==> config.mk <==
export PLATFORM = sky130hd
export DESIGN_NAME = floppy_multi_flat
export DESIGN_NICKNAME = d
export VERILOG_FILES = /design/src/rtl/floppy_multi_if.sv /design/src/rtl/floppy_multi.sv /design/src/flat_wrapper.sv
export SDC_FILE = /design/constraint.sdc
export NUM_CORES = 1
export LEC_CHECK = 0
export CAP_MARGIN = 20
export CORE_MARGIN = 3
export CORE_UTILIZATION = 61
export DETAILED_ROUTE_END_ITERATION = 10
export PLACE_DENSITY_LB_ADDON = 0.3
export SYNTH_ARGS = -nofsm -noshare
export SYNTH_HDL_FRONTEND = slang
export SYNTH_SLANG_ARGS = --single-unit
==> constraint.sdc <==
create_clock -name clk -period 5.6 [get_ports clk]
set_input_delay 0.56 -clock clk [delete_from_list [all_inputs] [get_ports clk]]
set_output_delay 0.56 -clock clk [all_outputs]
set_load 0.005 [all_outputs]
==> src/rtl/floppy_multi_if.sv <==
// Controller-side bundle for the multi-drive floppy mechanism: drive select, motor, stepping, format config in; strobes/status out.
// Purely combinational wiring, no latency of its own.
// No backpressure: the mechanism free-runs and the controller samples dclk_en-qualified status.
interface floppy_multi_if #(
    parameter int DRIVES = 4
);
    // controller -> mechanism
    logic [DRIVES-1:0] select;
    logic              motor_on;
    logic              step_in;
    logic              step_out;
    logic [7:0]        step_delay_ms;
    logic [1:0]        density;
    logic [10:0]       sector_len;
    logic              sector_base;
    logic [4:0]        spt;
    logic [9:0]        sector_gap_len;
    logic [DRIVES-1:0] wp_in;
    // mechanism -> controller
    logic              dclk_en;
    logic [2:0]        drive_idx;
    logic [7:0]        track;
    logic [4:0]        sector;
    logic              sector_hdr;
    logic              sector_data;
    logic              ready;
    logic              index;
    logic              track0;
    logic              write_protect;

    modport master (
        output select, motor_on, step_in, step_out, step_delay_ms, density,
               sector_len, sector_base, spt, sector_gap_len, wp_in,
        input  dclk_en, drive_idx, track, sector, sector_hdr, sector_data,
               ready, index, track0, write_protect
    );

    modport slave (
        input  select, motor_on, step_in, step_out, step_delay_ms, density,
               sector_len, sector_base, spt, sector_gap_len, wp_in,
        output dclk_en, drive_idx, track, sector, sector_hdr, sector_data,
               ready, index, track0, write_protect
    );
endinterface

==> src/rtl/floppy_multi.sv <==
// Multi-drive virtual floppy: shared spindle/byte clock, per-drive head position, busy timer and write-protect.
// Ports: clk, reset (sync, active-high), bus (floppy_multi_if.slave). dclk_en registered; track/status combinational from state.
// No backpressure: bytes stream at the density rate while the spindle turns; the controller must keep up.
module floppy_multi #(
    parameter int SYS_CLK        = 42578000,
    parameter int DRIVES         = 4,
    parameter int TRACKS         = 85,
    parameter int SPINUP_MS      = 250,
    parameter int SPINDOWN_MS    = 250,
    parameter int INDEX_MS       = 4,
    parameter int SECTOR_HDR_LEN = 6
) (
    input logic           clk,
    input logic           reset,
    floppy_multi_if.slave bus
);
    localparam int MS_DIV = SYS_CLK / 1000;
    localparam int MSW    = $clog2(MS_DIV + 1);

    typedef enum logic [1:0] {SP_STOPPED, SP_SPINUP, SP_RUN, SP_SPINDOWN} spin_t;
    typedef enum logic [1:0] {SF_GAP, SF_HDR, SF_DATA} sfld_t;

    // ---------------- free-running ms tick ----------------
    logic [MSW-1:0] ms_cnt_q;
    logic           ms_tick;
    assign ms_tick = (ms_cnt_q == MSW'(MS_DIV - 1));

    always_ff @(posedge clk) begin
        if (reset || ms_tick) ms_cnt_q <= '0;
        else                  ms_cnt_q <= ms_cnt_q + 1'b1;
    end

    // ---------------- drive selection ----------------
    logic       sel_valid;
    logic [2:0] sel_enc, drive_idx_q, cur_idx;

    assign sel_valid = |bus.select;

    // Downward scan so the lowest set bit ends up winning.
    always_comb begin
        sel_enc = '0;
        for (int i = DRIVES - 1; i >= 0; i--)
            if (bus.select[i]) sel_enc = 3'(i);
    end

    assign cur_idx = sel_valid ? sel_enc : drive_idx_q;

    always_ff @(posedge clk) begin
        if (reset) drive_idx_q <= '0;
        else       drive_idx_q <= cur_idx;
    end

    // ---------------- stepping ----------------
    logic [7:0] trk_q  [DRIVES];
    logic [7:0] busy_q [DRIVES];
    logic       step_in_q, step_out_q, rise_in, rise_out;

    // Edge history follows the pins even through reset, so a line held
    // high across reset is not mistaken for a fresh edge afterwards.
    always_ff @(posedge clk) begin
        step_in_q  <= bus.step_in;
        step_out_q <= bus.step_out;
    end

    assign rise_in  = bus.step_in  & ~step_in_q  & sel_valid;
    assign rise_out = bus.step_out & ~step_out_q & sel_valid;

    always_ff @(posedge clk) begin
        if (reset) begin
            for (int i = 0; i < DRIVES; i++) begin
                trk_q[i]  <= '0;
                busy_q[i] <= '0;
            end
        end else begin
            for (int i = 0; i < DRIVES; i++) begin
                if ((rise_in || rise_out) && sel_enc == 3'(i)) begin
                    // Any accepted edge (even a saturated or cancelling one) restarts settle time.
                    busy_q[i] <= bus.step_delay_ms;
                    if (rise_in && !rise_out && trk_q[i] != 8'd0)
                        trk_q[i] <= trk_q[i] - 8'd1;
                    else if (rise_out && !rise_in && trk_q[i] < 8'(TRACKS - 1))
                        trk_q[i] <= trk_q[i] + 8'd1;
                end else if (ms_tick && busy_q[i] != 8'd0) begin
                    busy_q[i] <= busy_q[i] - 8'd1;
                end
            end
        end
    end

    logic [7:0] trk_sel, busy_sel;
    logic       wp_sel;
    always_comb begin
        trk_sel  = '0;
        busy_sel = '0;
        wp_sel   = 1'b0;
        for (int i = 0; i < DRIVES; i++) begin
            if (cur_idx == 3'(i)) begin
                trk_sel  = trk_q[i];
                busy_sel = busy_q[i];
                wp_sel   = bus.wp_in[i];
            end
        end
    end

    // ---------------- spindle ----------------
    spin_t       spin_q;
    logic [15:0] spin_tmr_q;
    logic        mon, spinning;

    assign mon      = bus.motor_on & sel_valid;
    assign spinning = (spin_q == SP_RUN) || (spin_q == SP_SPINDOWN);

    always_ff @(posedge clk) begin
        if (reset) begin
            spin_q     <= SP_STOPPED;
            spin_tmr_q <= '0;
        end else begin
            case (spin_q)
                SP_STOPPED:
                    if (mon) begin
                        spin_q     <= SP_SPINUP;
                        spin_tmr_q <= 16'(SPINUP_MS);
                    end
                SP_SPINUP:
                    if (!mon)                 spin_q     <= SP_STOPPED;
                    else if (spin_tmr_q == 0) spin_q     <= SP_RUN;
                    else if (ms_tick)         spin_tmr_q <= spin_tmr_q - 16'd1;
                SP_RUN:
                    if (!mon) begin
                        spin_q     <= SP_SPINDOWN;
                        spin_tmr_q <= 16'(SPINDOWN_MS);
                    end
                SP_SPINDOWN:
                    if (mon)                  spin_q     <= SP_RUN;
                    else if (spin_tmr_q == 0) spin_q     <= SP_STOPPED;
                    else if (ms_tick)         spin_tmr_q <= spin_tmr_q - 16'd1;
                default: spin_q <= SP_STOPPED;
            endcase
        end
    end

    // ---------------- byte clock ----------------
    logic [31:0] rate;
    logic [15:0] bpt;
    always_comb begin
        case (bus.density)
            2'd0:    begin rate = 32'd15625; bpt = 16'd3125;  end
            2'd1:    begin rate = 32'd31250; bpt = 16'd6250;  end
            default: begin rate = 32'd62500; bpt = 16'd12500; end
        endcase
    end

    // Fractional accumulator: one strobe each time acc crosses SYS_CLK.
    logic [31:0] acc_q;
    logic [32:0] acc_d;
    logic        dclk_q;
    assign acc_d = {1'b0, acc_q} + {1'b0, rate};

    always_ff @(posedge clk) begin
        if (reset) begin
            acc_q  <= '0;
            dclk_q <= 1'b0;
        end else if (spinning) begin
            if (acc_d >= 33'(SYS_CLK)) begin
                acc_q  <= 32'(acc_d - 33'(SYS_CLK));
                dclk_q <= 1'b1;
            end else begin
                acc_q  <= acc_d[31:0];
                dclk_q <= 1'b0;
            end
        end else begin
            dclk_q <= 1'b0;
        end
    end

    // ---------------- rotation and sector framing ----------------
    logic [15:0] byte_cnt_q, idx_tmr_q;
    sfld_t       sf_q;
    logic [10:0] fld_cnt_q, fld_len;
    logic [4:0]  sector_q;
    logic [5:0]  last_sector;
    logic        wrap, fld_done;

    // ">=" lets a shrink in BPT (density change) wrap on the very next byte.
    assign wrap = dclk_q && (byte_cnt_q >= bpt - 16'd1);

    always_comb begin
        case (sf_q)
            SF_GAP:  fld_len = {1'b0, bus.sector_gap_len};
            SF_HDR:  fld_len = 11'(SECTOR_HDR_LEN);
            default: fld_len = bus.sector_len;
        endcase
    end

    assign fld_done    = ({1'b0, fld_cnt_q} + 12'd1) >= {1'b0, fld_len};
    assign last_sector = {5'd0, bus.sector_base} + {1'b0, bus.spt} - 6'd1;

    always_ff @(posedge clk) begin
        if (reset) begin
            byte_cnt_q <= '0;
            idx_tmr_q  <= '0;
            sf_q       <= SF_GAP;
            fld_cnt_q  <= '0;
            sector_q   <= {4'd0, bus.sector_base};
        end else begin
            if (wrap)
                idx_tmr_q <= 16'(INDEX_MS);
            else if (ms_tick && idx_tmr_q != 16'd0)
                idx_tmr_q <= idx_tmr_q - 16'd1;

            if (wrap) begin
                byte_cnt_q <= '0;
                sf_q       <= SF_GAP;
                fld_cnt_q  <= '0;
                sector_q   <= {4'd0, bus.sector_base};
            end else if (dclk_q) begin
                byte_cnt_q <= byte_cnt_q + 16'd1;
                if (fld_done) begin
                    fld_cnt_q <= '0;
                    case (sf_q)
                        SF_GAP:  sf_q <= SF_HDR;
                        SF_HDR:  sf_q <= SF_DATA;
                        default: begin
                            sf_q <= SF_GAP;
                            if ({1'b0, sector_q} >= last_sector)
                                sector_q <= {4'd0, bus.sector_base};
                            else
                                sector_q <= sector_q + 5'd1;
                        end
                    endcase
                end else begin
                    fld_cnt_q <= fld_cnt_q + 11'd1;
                end
            end
        end
    end

    // ---------------- outputs ----------------
    assign bus.dclk_en       = dclk_q;
    assign bus.drive_idx     = cur_idx;
    assign bus.track         = trk_sel;
    assign bus.sector        = sector_q;
    assign bus.sector_hdr    = (sf_q == SF_HDR);
    assign bus.sector_data   = (sf_q == SF_DATA);
    assign bus.ready         = sel_valid && (spin_q == SP_RUN) && (busy_sel == 8'd0);
    assign bus.index         = (idx_tmr_q != 16'd0);
    assign bus.track0        = sel_valid && (trk_sel == 8'd0);
    assign bus.write_protect = sel_valid && wp_sel;
endmodule

==> src/flat_wrapper.sv <==
// flat-port wrapper written by rule: the top's interface ports become plain ports
module floppy_multi_flat 
#(
    parameter int SYS_CLK        = 42578000,
    parameter int DRIVES         = 4,
    parameter int TRACKS         = 85,
    parameter int SPINUP_MS      = 250,
    parameter int SPINDOWN_MS    = 250,
    parameter int INDEX_MS       = 4,
    parameter int SECTOR_HDR_LEN = 6
)
  (clk, reset, bus_select, bus_motor_on, bus_step_in, bus_step_out, bus_step_delay_ms, bus_density, bus_sector_len, bus_sector_base, bus_spt, bus_sector_gap_len, bus_wp_in, bus_dclk_en, bus_drive_idx, bus_track, bus_sector, bus_sector_hdr, bus_sector_data, bus_ready, bus_index, bus_track0, bus_write_protect);
  floppy_multi_if #(.DRIVES(DRIVES)) bus_i ();
  input logic clk;
  input logic reset;
  input wire logic [$bits(bus_i.select)-1:0] bus_select;
  input wire logic [$bits(bus_i.motor_on)-1:0] bus_motor_on;
  input wire logic [$bits(bus_i.step_in)-1:0] bus_step_in;
  input wire logic [$bits(bus_i.step_out)-1:0] bus_step_out;
  input wire logic [$bits(bus_i.step_delay_ms)-1:0] bus_step_delay_ms;
  input wire logic [$bits(bus_i.density)-1:0] bus_density;
  input wire logic [$bits(bus_i.sector_len)-1:0] bus_sector_len;
  input wire logic [$bits(bus_i.sector_base)-1:0] bus_sector_base;
  input wire logic [$bits(bus_i.spt)-1:0] bus_spt;
  input wire logic [$bits(bus_i.sector_gap_len)-1:0] bus_sector_gap_len;
  input wire logic [$bits(bus_i.wp_in)-1:0] bus_wp_in;
  output wire logic [$bits(bus_i.dclk_en)-1:0] bus_dclk_en;
  output wire logic [$bits(bus_i.drive_idx)-1:0] bus_drive_idx;
  output wire logic [$bits(bus_i.track)-1:0] bus_track;
  output wire logic [$bits(bus_i.sector)-1:0] bus_sector;
  output wire logic [$bits(bus_i.sector_hdr)-1:0] bus_sector_hdr;
  output wire logic [$bits(bus_i.sector_data)-1:0] bus_sector_data;
  output wire logic [$bits(bus_i.ready)-1:0] bus_ready;
  output wire logic [$bits(bus_i.index)-1:0] bus_index;
  output wire logic [$bits(bus_i.track0)-1:0] bus_track0;
  output wire logic [$bits(bus_i.write_protect)-1:0] bus_write_protect;
  assign bus_i.select = bus_select;
  assign bus_i.motor_on = bus_motor_on;
  assign bus_i.step_in = bus_step_in;
  assign bus_i.step_out = bus_step_out;
  assign bus_i.step_delay_ms = bus_step_delay_ms;
  assign bus_i.density = bus_density;
  assign bus_i.sector_len = bus_sector_len;
  assign bus_i.sector_base = bus_sector_base;
  assign bus_i.spt = bus_spt;
  assign bus_i.sector_gap_len = bus_sector_gap_len;
  assign bus_i.wp_in = bus_wp_in;
  assign bus_dclk_en = bus_i.dclk_en;
  assign bus_drive_idx = bus_i.drive_idx;
  assign bus_track = bus_i.track;
  assign bus_sector = bus_i.sector;
  assign bus_sector_hdr = bus_i.sector_hdr;
  assign bus_sector_data = bus_i.sector_data;
  assign bus_ready = bus_i.ready;
  assign bus_index = bus_i.index;
  assign bus_track0 = bus_i.track0;
  assign bus_write_protect = bus_i.write_protect;
  floppy_multi #(.SYS_CLK(SYS_CLK), .DRIVES(DRIVES), .TRACKS(TRACKS), .SPINUP_MS(SPINUP_MS), .SPINDOWN_MS(SPINDOWN_MS), .INDEX_MS(INDEX_MS), .SECTOR_HDR_LEN(SECTOR_HDR_LEN)) u_core (.clk(clk), .reset(reset), .bus(bus_i));
endmodule
==> metrics.txt <==
DIE HEIGHT between 150 and 200 microns; Post-Route Setup TNS 0 ns; most common cell after layout, fill and taps aside nor2_1; Post-CTS Hold Fix Bufs 0; pin count of the biggest net entering global routing 55; synthesized flop and latch total ~190; cell taking the most area after synthesis dfxtp_1; Fmax 198.6 MHz; Lkg Pwr 0.005705 uW; Largest delay share family, worst path simple AND/OR/NAND/NOR gates; crit path max-delay cell type or4_1; Clock Latency Late Sink roughly 0.44 ns; initial core utilization a little over three fifths; Core Util, Final 70.71%; most frequent cells in the layout nor2_1, nand2_1, dfxtp_1; Post-synth EDFFs 65; All-Layer GR Usage ~25%; final net count 1725; routed wl met3 ~1700 microns; cells after synthesis roughly 1500; Synth Area in Simple Gates 24.43%; critical path cell sequence clkdlybuf4s50_1 -> and2b_1 -> inv_8 -> xnor2_1 -> ha_1 -> a21oi_2 -> a211oi_1 -> a211oi_1 -> xnor2_1 -> inv_1 -> ha_1 -> nand4b_1 -> or4_1 -> a2111oi_2 -> nand3_1 -> o31a_1 -> and2_4 -> or4_1 -> and3_1 -> o21ba_1; remaining antenna violation count 0; Final min period just over 5 ns; antenna violations before repair 0; area grow syn2layout 11.76%; setup bufs post-CTS 0; Min Hold Slack between 0.4 and 0.5 ns; Avg WL per Cell about 16 microns; Yosys warnings 0; Max Used Layer met4; Area after DPL 13960 sq um; Worst EP required between 5 and 6 ns; global-route wire length before repair 50770 microns; Die Wd roughly 150 microns; gpl congestion between 0.9 and 1; M1 WL around 13000 microns; Via-to-Cell Ratio 6.092; sequential area share after synthesis about 34%; fin crit share 89.92%; Post-Synth XOR/XNOR Area a little over a tenth; Cell variety after synth roughly 100; CTS Root Cell clkbuf_16; Fin. Hold Viols 0; post-DP HPWL 21560 microns; Max-slew headroom between 40% and 50%; Slew @ Worst Pin just under 0.9 ns; clk sinks approximately 190; mapped cell area 13010 sq um; post-synthesis compound-gate area fraction 16.77%; final slew viol count 0; RSZ-0062 raised after global routing false; Reg-to-Reg Start u_core.acc_q[1]$_SDFFE_PP0N_; cells taking the most area after synthesis dfxtp_1, edfxtp_1, ha_1; CP Launch Type primary input; Final Skew between 0.01 and 0.015 ns; TritonCTS clock tree yes; maxcap violations 0; ys async rst share 0%; HP Start u_core.acc_q[5]$_SDFFE_PP0N_; type of the worst setup path in2reg; run status finished, final reports clean; Inserted Diodes 0; crit-path max cell delay roughly 0.51 ns; CTS Buffer Depth 2; Finished Cell Area around 15000 sq um; Port Buffers just over 70; post-synthesis mux area share between 2 and 3%; final WL 30170 microns; Filler Cell Count 1605; gr ovfl total 0; r2r setup slk between 1 and 1.5 ns; Pwr Density 214.3 nW/um^2; Synth Area in Adders around 8%; die area approximately 23000 sq um; CTS H-Tree Depth 4; core box area between 20000 and 25000 sq um; peak supply drop 0.0002122 V; post-synth top area share 18.62%; Pre-Repair DR Iteration Count 7; fraction of layout cells with a size suffix above 1 6.588%; Tightest Hold Check Type reg2reg; Ports 73; crit path capture type flop; crit path buf inv count 3; Gates resized, CTS repair 0; Syn Nets roughly 1700; CP Launch Point bus_density[1]; First DRT Iteration DRCs 848; CP max FO 17; vias in the first global route 10773; setup violators final 0; largest family of logic cells by synthesized area simple AND/OR/NAND/NOR gates; CTS clock-pin slew for the worst setup and hold paths roughly 0.070 ns; Synth Area per Inst ~8.4 sq um; Post-route DRC 0; CTS Buf Count 17; vias post-DR between 10000 and 15000; num rows between 50 and 60; met2 WL post-DR 14210 microns; Top FF cell, synth dfxtp_1; Critical Path AT approximately 5.4 ns
==> Yosys cell counts (5+ instances only) <==
cell	instances
a211o_1	7
a211oi_1	16
a21o_1	28
a21oi_1	88
a22oi_1	14
a31oi_1	7
and2_1	16
and3_1	24
buf_2	5
clkbuf_1	52
dfxtp_1	121
edfxtp_1	65
ha_1	76
inv_1	52
mux2i_1	32
nand2_1	139
nand2b_1	30
nand3_1	51
nand3b_1	6
nand4_1	12
nand4b_1	6
nor2_1	210
nor2b_1	20
nor3_1	35
nor3b_1	7
nor4_1	26
nor4b_1	5
o211ai_1	5
o21a_1	6
o21ai_0	66
o21bai_1	5
o22ai_1	11
or2_2	10
or3_1	23
or4_1	10
xnor2_1	92
xor2_1	62
==> kinds of logic (layout without fill, tap and decap cells) <==
kind of cell | count (synthesis) | after routing
buffers and inverters | 120 | 183
xor gates and xnor gates | 155 | 155
DFF | 186 | 186
adders and majority gates | 82 | 82
and+or+nand+nor | 647 | 647
muxes | 35 | 35
AOI/OAI and AO/OA | 321 | 321
==> per-stage QoR <==
step | cells | power (uW) | worst slack [ns]
after floorplan | 1546 | 1811 | 0.9241
after global placement | 1847 | 1936 | 0.2748
after detailed placement | 1847 | 1952 | 0.1972
after CTS | 1879 | 3129 | 0.6346
after global routing | 1879 | 3239 | 0.3014
final | 1879 | 3116 | 0.5642
==> area by class of cell <==
cell class / count / area, sq um / share of cell area [%]
Inverter: 55 / 214.0 / 1.472
Timing Repair Buffer: 96 / 895.9 / 6.162
Tap cell: 270 / 337.8 / 2.324
Sequential cell: 186 / 4374 / 30.09
Clock buffer: 17 / 425.4 / 2.926
Multi-Input combinational cell: 1240 / 8139 / 55.99
Clock inverter: 15 / 151.4 / 1.041
==> worst min-delay path, delay by kind of cell, from the launching register on <==
kind,cells,cell delay [ns]
flops,1,0.32
simple gates,1,0.05
compound gates,1,0.05
==> report_power, final <==
| part | switching [uW] | leakage, uW | internal [uW] |
|---|---|---|---|
| clock | 590 | 0.000282 | 596 |
| sequential | 48.5 | 0.00166 | 1440 |
| combinational | 242 | 0.00376 | 203 |
==> path summary, 6_finish.rpt <==
check / endpoint / cells past startpoint
setup / recovery: u_core.acc_q[21]$_SDFFE_PP0N_ / 20
hold / removal: u_core.acc_q[5]$_SDFFE_PP0N_ / 2
setup reg to reg: u_core.acc_q[21]$_SDFFE_PP0N_ / 17
hold reg to reg: u_core.acc_q[5]$_SDFFE_PP0N_ / 2
==> state kept, by name (all words and copies together), names as in the netlist, named ones only <==
signal / count
u_core.bus.dclk_en: 1
u_core.trk_q: 32
u_core.drive_idx_q: 3
u_core.bus.sector: 5
u_core.spin_tmr_q: 16
u_core.fld_cnt_q: 11
u_core.byte_cnt_q: 16
u_core.step_out_q: 1
u_core.sf_q: 2
u_core.step_in_q: 1
u_core.spin_q: 1
u_core.ms_cnt_q: 16
u_core.busy_q: 32
u_core.idx_tmr_q: 16
u_core.acc_q: 32
==> routing by layer <==
metal,track usage [%],vias up
li1,-,5617
met2,41.93,386
met4,8.134,0
met5,0,-
met1,34.50,5376
met3,3.868,67
No activity file was read; power rests on OpenSTA's default activity.
